--- src/rtl/mult_operand_sequencer.sv ---
// rtl/mult_operand_sequencer.sv - operand unpack/sequencer feeding a combinational 24x24 mantissa multiplier
//
// Accepts two IEEE-754 single operands on a valid/ready handshake.
// Unpacks each operand into sign, exponent and a 24-bit mantissa. Denormals are flushed to zero.
// Holds mant1/mant2 stable for the external multiplier.
// After SETTLE_CYCLES it captures prod_in together with the result sign and the biased exponent sum.
// The captured result is presented on a valid/ready handshake.
//
// Optional feature macro: SPECIAL_BYPASS_EN
//   When defined, zero/inf/NaN operands skip the settle wait.
//   A canned result is then presented the cycle after accept, and special reports the class.
//   When undefined, every operation settles and special is always 2'b00.
//
// Ports:
//   clk, rst          clock (rising edge), asynchronous active-high reset
//   a_in, b_in        operands (IEEE-754 single)
//   in_valid/in_ready operand handshake
//   mant1, mant2      24-bit mantissas to multiplier in1/in2
//   prod_in           32-bit product from multiplier out
//   res               captured product word (or canned special result)
//   sign_out          result sign
//   exp_sum           ea + eb - EXP_BIAS, 10-bit two's complement
//   special           00 normal, 01 zero, 10 NaN, 11 infinity
//   res_valid/res_ready result handshake
module mult_operand_sequencer #(
    parameter int SETTLE_CYCLES = 2,
    parameter int EXP_BIAS      = 127
) (
    input  logic        clk,
    input  logic        rst,
    input  logic [31:0] a_in,
    input  logic [31:0] b_in,
    input  logic        in_valid,
    output logic        in_ready,
    output logic [23:0] mant1,
    output logic [23:0] mant2,
    input  logic [31:0] prod_in,
    output logic [31:0] res,
    output logic        sign_out,
    output logic [9:0]  exp_sum,
    output logic [1:0]  special,
    output logic        res_valid,
    input  logic        res_ready
);

    typedef enum logic [1:0] {IDLE, SETTLE, HOLD} state_t;

    localparam logic [15:0] CNT_LAST = 16'(SETTLE_CYCLES - 1);

    state_t      state;
    logic [15:0] cnt;

    logic [7:0]  ea, eb;
    logic [22:0] fa, fb;
    logic        sign_ab;
    logic [9:0]  exp_ab;

    assign ea      = a_in[30:23];
    assign eb      = b_in[30:23];
    assign fa      = a_in[22:0];
    assign fb      = b_in[22:0];
    assign sign_ab = a_in[31] ^ b_in[31];
    assign exp_ab  = {2'b00, ea} + {2'b00, eb} - 10'(EXP_BIAS);

    // Combinational so reset assertion drops it immediately.
    assign in_ready = (state == IDLE) && !rst;

`ifdef SPECIAL_BYPASS_EN
    logic a_zero, b_zero, a_inf, b_inf, a_nan, b_nan;
    logic is_nan, is_inf, is_zero;

    // Zero includes denormals because they are flushed.
    assign a_zero  = (ea == 8'h00);
    assign b_zero  = (eb == 8'h00);
    assign a_inf   = (ea == 8'hFF) && (fa == 23'h0);
    assign b_inf   = (eb == 8'hFF) && (fb == 23'h0);
    assign a_nan   = (ea == 8'hFF) && (fa != 23'h0);
    assign b_nan   = (eb == 8'hFF) && (fb != 23'h0);
    assign is_nan  = a_nan || b_nan || (a_inf && b_zero) || (b_inf && a_zero);
    assign is_inf  = a_inf || b_inf;
    assign is_zero = a_zero || b_zero;
`endif

    always_ff @(posedge clk or posedge rst) begin
        if (rst) begin
            state     <= IDLE;
            cnt       <= '0;
            mant1     <= '0;
            mant2     <= '0;
            res       <= '0;
            sign_out  <= 1'b0;
            exp_sum   <= '0;
            special   <= 2'b00;
            res_valid <= 1'b0;
        end else begin
            case (state)
                IDLE: begin
                    if (in_valid) begin
                        mant1    <= (ea == 8'h00) ? 24'h0 : {1'b1, fa};
                        mant2    <= (eb == 8'h00) ? 24'h0 : {1'b1, fb};
                        sign_out <= sign_ab;
                        exp_sum  <= exp_ab;
                        cnt      <= '0;
`ifdef SPECIAL_BYPASS_EN
                        // NaN outranks infinity, which outranks zero.
                        if (is_nan) begin
                            res       <= 32'h7FC0_0000;
                            special   <= 2'b10;
                            res_valid <= 1'b1;
                            state     <= HOLD;
                        end else if (is_inf) begin
                            res       <= {sign_ab, 8'hFF, 23'h0};
                            special   <= 2'b11;
                            res_valid <= 1'b1;
                            state     <= HOLD;
                        end else if (is_zero) begin
                            res       <= {sign_ab, 31'h0};
                            special   <= 2'b01;
                            res_valid <= 1'b1;
                            state     <= HOLD;
                        end else begin
                            state <= SETTLE;
                        end
`else
                        state <= SETTLE;
`endif
                    end
                end
                SETTLE: begin
                    cnt <= cnt + 16'd1;
                    if (cnt == CNT_LAST) begin
                        res       <= prod_in;
                        special   <= 2'b00;
                        res_valid <= 1'b1;
                        state     <= HOLD;
                    end
                end
                HOLD: begin
                    if (res_ready) begin
                        res_valid <= 1'b0;
                        state     <= IDLE;
                    end
                end
                default: state <= IDLE;
            endcase
        end
    end

endmodule
--- config.mk ---
export PLATFORM = sky130hd
export DESIGN_NAME = mult_operand_sequencer
export DESIGN_NICKNAME = d
export VERILOG_FILES = /design/src/rtl/mult_operand_sequencer.sv
export SDC_FILE = /design/constraint.sdc
export NUM_CORES = 1
export LEC_CHECK = 0
export CORE_ASPECT_RATIO = 0.75
export CORE_MARGIN = 5
export CORE_UTILIZATION = 45
export DETAILED_ROUTE_END_ITERATION = 8
export DONT_BUFFER_PORTS = 1
export PLACE_DENSITY = 0.58
export SETUP_SLACK_MARGIN = 0.3
export SLEW_MARGIN = 20
export SYNTH_ARGS = -nofsm -noshare
export SYNTH_HDL_FRONTEND = slang
export SYNTH_SLANG_ARGS = --single-unit
--- constraint.sdc ---
create_clock -name clk -period 11.4 [get_ports clk]
set_input_delay 2.28 -clock clk [delete_from_list [all_inputs] [get_ports clk]]
set_output_delay 2.28 -clock clk [all_outputs]
set_load 0.005 [all_outputs]
==> flow_summary.json <==
{
  "worstReg2RegEnd": "res[30]$_DFFE_PP0P_",
  "start_util_pct": 45.7,
  "clk_path_buf_depth": 2,
  "grt_max_degree": 76,
  "fp.dieH_um": 101,
  "drv_cap": 0,
  "final-hold-violation-count": 0,
  "post-route-period-util_pct": 41.7,
  "postCtsHoldBufs": 0,
  "rsz0062_at_grt": "no",
  "dieArea_mm2": 0.0132,
  "drv_slew": 0,
  "setup_viol": 0,
  "portBuffers": 0,
  "synth_most_common_cell": "dfrtp_1",
  "crit_slowest_cell": "nor3_1",
  "synth_top_area_share_pct": 55.7,
  "yosys-top-cells-count": "dfrtp_1 (110), a22o_1 (46), mux2_4 (29), nand2_1 (29), o21ai_0 (20)",
  "holdPathEnd": "exp_sum[1]$_DFFE_PP0P_",
  "fmax_mhz": 210,
  "clkSlewWorstSetupHoldPaths_ns": 0.08,
  "drive_gt1_share_pct": 16.2,
  "gp_congestion": 0.860,
  "post-route-cell-area_mm2": 0.00532,
  "cp.required_ns": 9.12,
  "holdCritPathClass": "flop to flop",
  "timing.setup.tns_ns": 0,
  "power_leakage_nw": 2.43,
  "gr-total-overflow": 0,
  "track_usage_pct": 16.6,
  "postPlaceCellArea_mm2": 0.00501,
  "status": "finished, final reports clean",
  "drt-initial-drc-count": 111,
  "cts.htree.levels": 3,
  "cts.repair.resized": 0,
  "tightest_slew_ns": 0.787,
  "areaGrowthSynthToFinish_pct": 7.65,
  "clock_skew_ns": 0.0126,
  "period_needed_ns": 4.75,
  "syn_avg_cell_area_um2": 13.1,
  "slew_headroom_pct": 47.4,
  "grt_pass1_wl_um": 16900,
  "path_buf_inv": 0,
  "wl_um": 11000,
  "wl_per_cell_um": 21.3,
  "routed_via_density": 5.73,
  "r2r-start": "cnt[1]$_DFFE_PP0P_",
  "ys_types": 47,
  "slowest_delay_ns": 0.19,
  "crit_chain": "nor3_1",
  "cp_max_fo": 2,
  "r2r_setup_slack_ns": 9.10,
  "nets": 489,
  "peakVddDrop_mv": 0.102,
  "cts.sinks": 110,
  "hold-worst-slack_ns": 0.523,
  "worstHoldStart": "exp_sum[1]$_DFFE_PP0P_",
  "root_buffer": "clkbuf_16",
  "multiInputGateArea_mm2": 0.00203,
  "syn_inst": 377,
  "synth.area.top_cells": "dfrtp_1 (56%), mux2_4 (8.8%), a22o_1 (8.2%)",
  "crit_type": "primary input to output pin",
  "async_flop_share_pct": 100,
  "dp_hpwl_um": 7890,
  "cts_buffers": 9,
  "antenna_found_initial": 0,
  "clk_latency_ns": 0.35,
  "ys_seq_area_share_pct": 55.7,
  "core_mm2": 0.0108,
  "post_cts_buffers": 0,
  "crit_path_end_kind": "output pin",
  "synth_area_leader_cell": "dfrtp_1",
  "place_ws_ns": 6.64,
  "fin_ws_ns": 6.65,
  "regArea_mm2": 0.00275,
  "synth_edf_count": 0,
  "power_density_mw_per_mm2": 267,
  "rows": 33,
  "antennaDiodeCount": 0,
  "rr_worst_depth": 6,
  "yosys_warnings": 0,
  "hold_depth": 2,
  "die_x_um": 131,
  "drtPass1Iterations": 4,
  "drcViolationCount": 0,
  "io_pins": 195,
  "synth_top_flop_cell": "dfrtp_1",
  "critPathTopFamily": "simple AND/OR/NAND/NOR gates",
  "n_fill_cell": 957,
  "grt_pass1_vias": 3031,
  "worstSetupStartpointType": "primary input",
  "syn_area_mm2": 0.00494,
  "ant_nets": 0,
  "ys_seq_elements": 110,
  "dr_total_vias": 2959,
  "cts_tree": "done",
  "cp_data_arrival_time_ns": 2.47
}
## state kept, by name (all words and copies together), names as in the netlist
signal	cells
res	32
res_valid	1
cnt	16
mant1	24
sign_out	1
mant2	24
state	2
exp_sum	10
## worst max-delay path by stage
stage,slack (ns),cells after the start,endpoint,startpoint
final,6.65,1,in_ready,rst
after global routing,6.64,1,in_ready,rst
after CTS,6.64,1,in_ready,rst
after detailed placement,6.64,1,in_ready,rst
after global placement,6.64,1,in_ready,rst
after floorplan,6.22,1,cnt[0]$_DFFE_PP0P_,rst
## stage by stage
stage	cells	util (%)	total power (W)
2_1_floorplan	378	-	0.00103
3_3_place_gp	500	46.2	0.00111
3_5_place_dp	500	46.3	0.00112
4_1_cts	516	49.1	0.00144
5_1_grt	516	49.2	0.00151
6_report	516	49.2	0.00142
## cell type report
class | instances | share of cell area (%)
multi-input combinational | 237 | 38.1
inverter | 11 | 0.824
tap | 140 | 3.29
clock inverter | 7 | 1.46
sequential | 110 | 51.8
timing repair buffer | 2 | 0.282
clock buffer | 9 | 4.24
## kinds of logic after synthesis
group | share of synthesized area [%]
flops | 55.7
buf+inv | 3.80
compound gates | 14.6
other cells | 0.0759
xor+xnor | 0.709
mux | 10.5
fa+ha+maj | 4.71
simple gates | 9.88
## report_power, final
part,switching [W],internal (W),total (W)
clock,0.000156,0.000155,0.000311
sequential,0.000156,0.000559,0.000715
combinational,0.000175,0.000217,0.000392
## metal layers
metal	routed length, um	vias up	GRT usage [%]
met5	0	-	0
met4	100	0	3.79
met3	956	9	7.15
met2	5000	126	24.2
met1	4950	1451	23.2
li1	-	1373	-
## cell usage in the layout (no fill, tap or decap), drive strengths merged, types with 2 or more instances in the layout
cell type	n
o21bai	2
nor4	8
buf	2
nand2b	3
nand3b	2
clkbuf	9
clkinvlp	3
mux2	32
xnor2	3
clkinv	2
o211ai	4
and3	2
nor3b	3
nor3	5
conb	2
o31ai	5
a211oi	4
nand3	5
a21oi	6
nand4	6
inv	13
o21ai	20
nor2b	2
nand2	29
mux2i	5
ha	17
dfrtp	110
a22o	46
a21o	5
nor2	11
No activity file was read; power rests on OpenSTA's default activity.
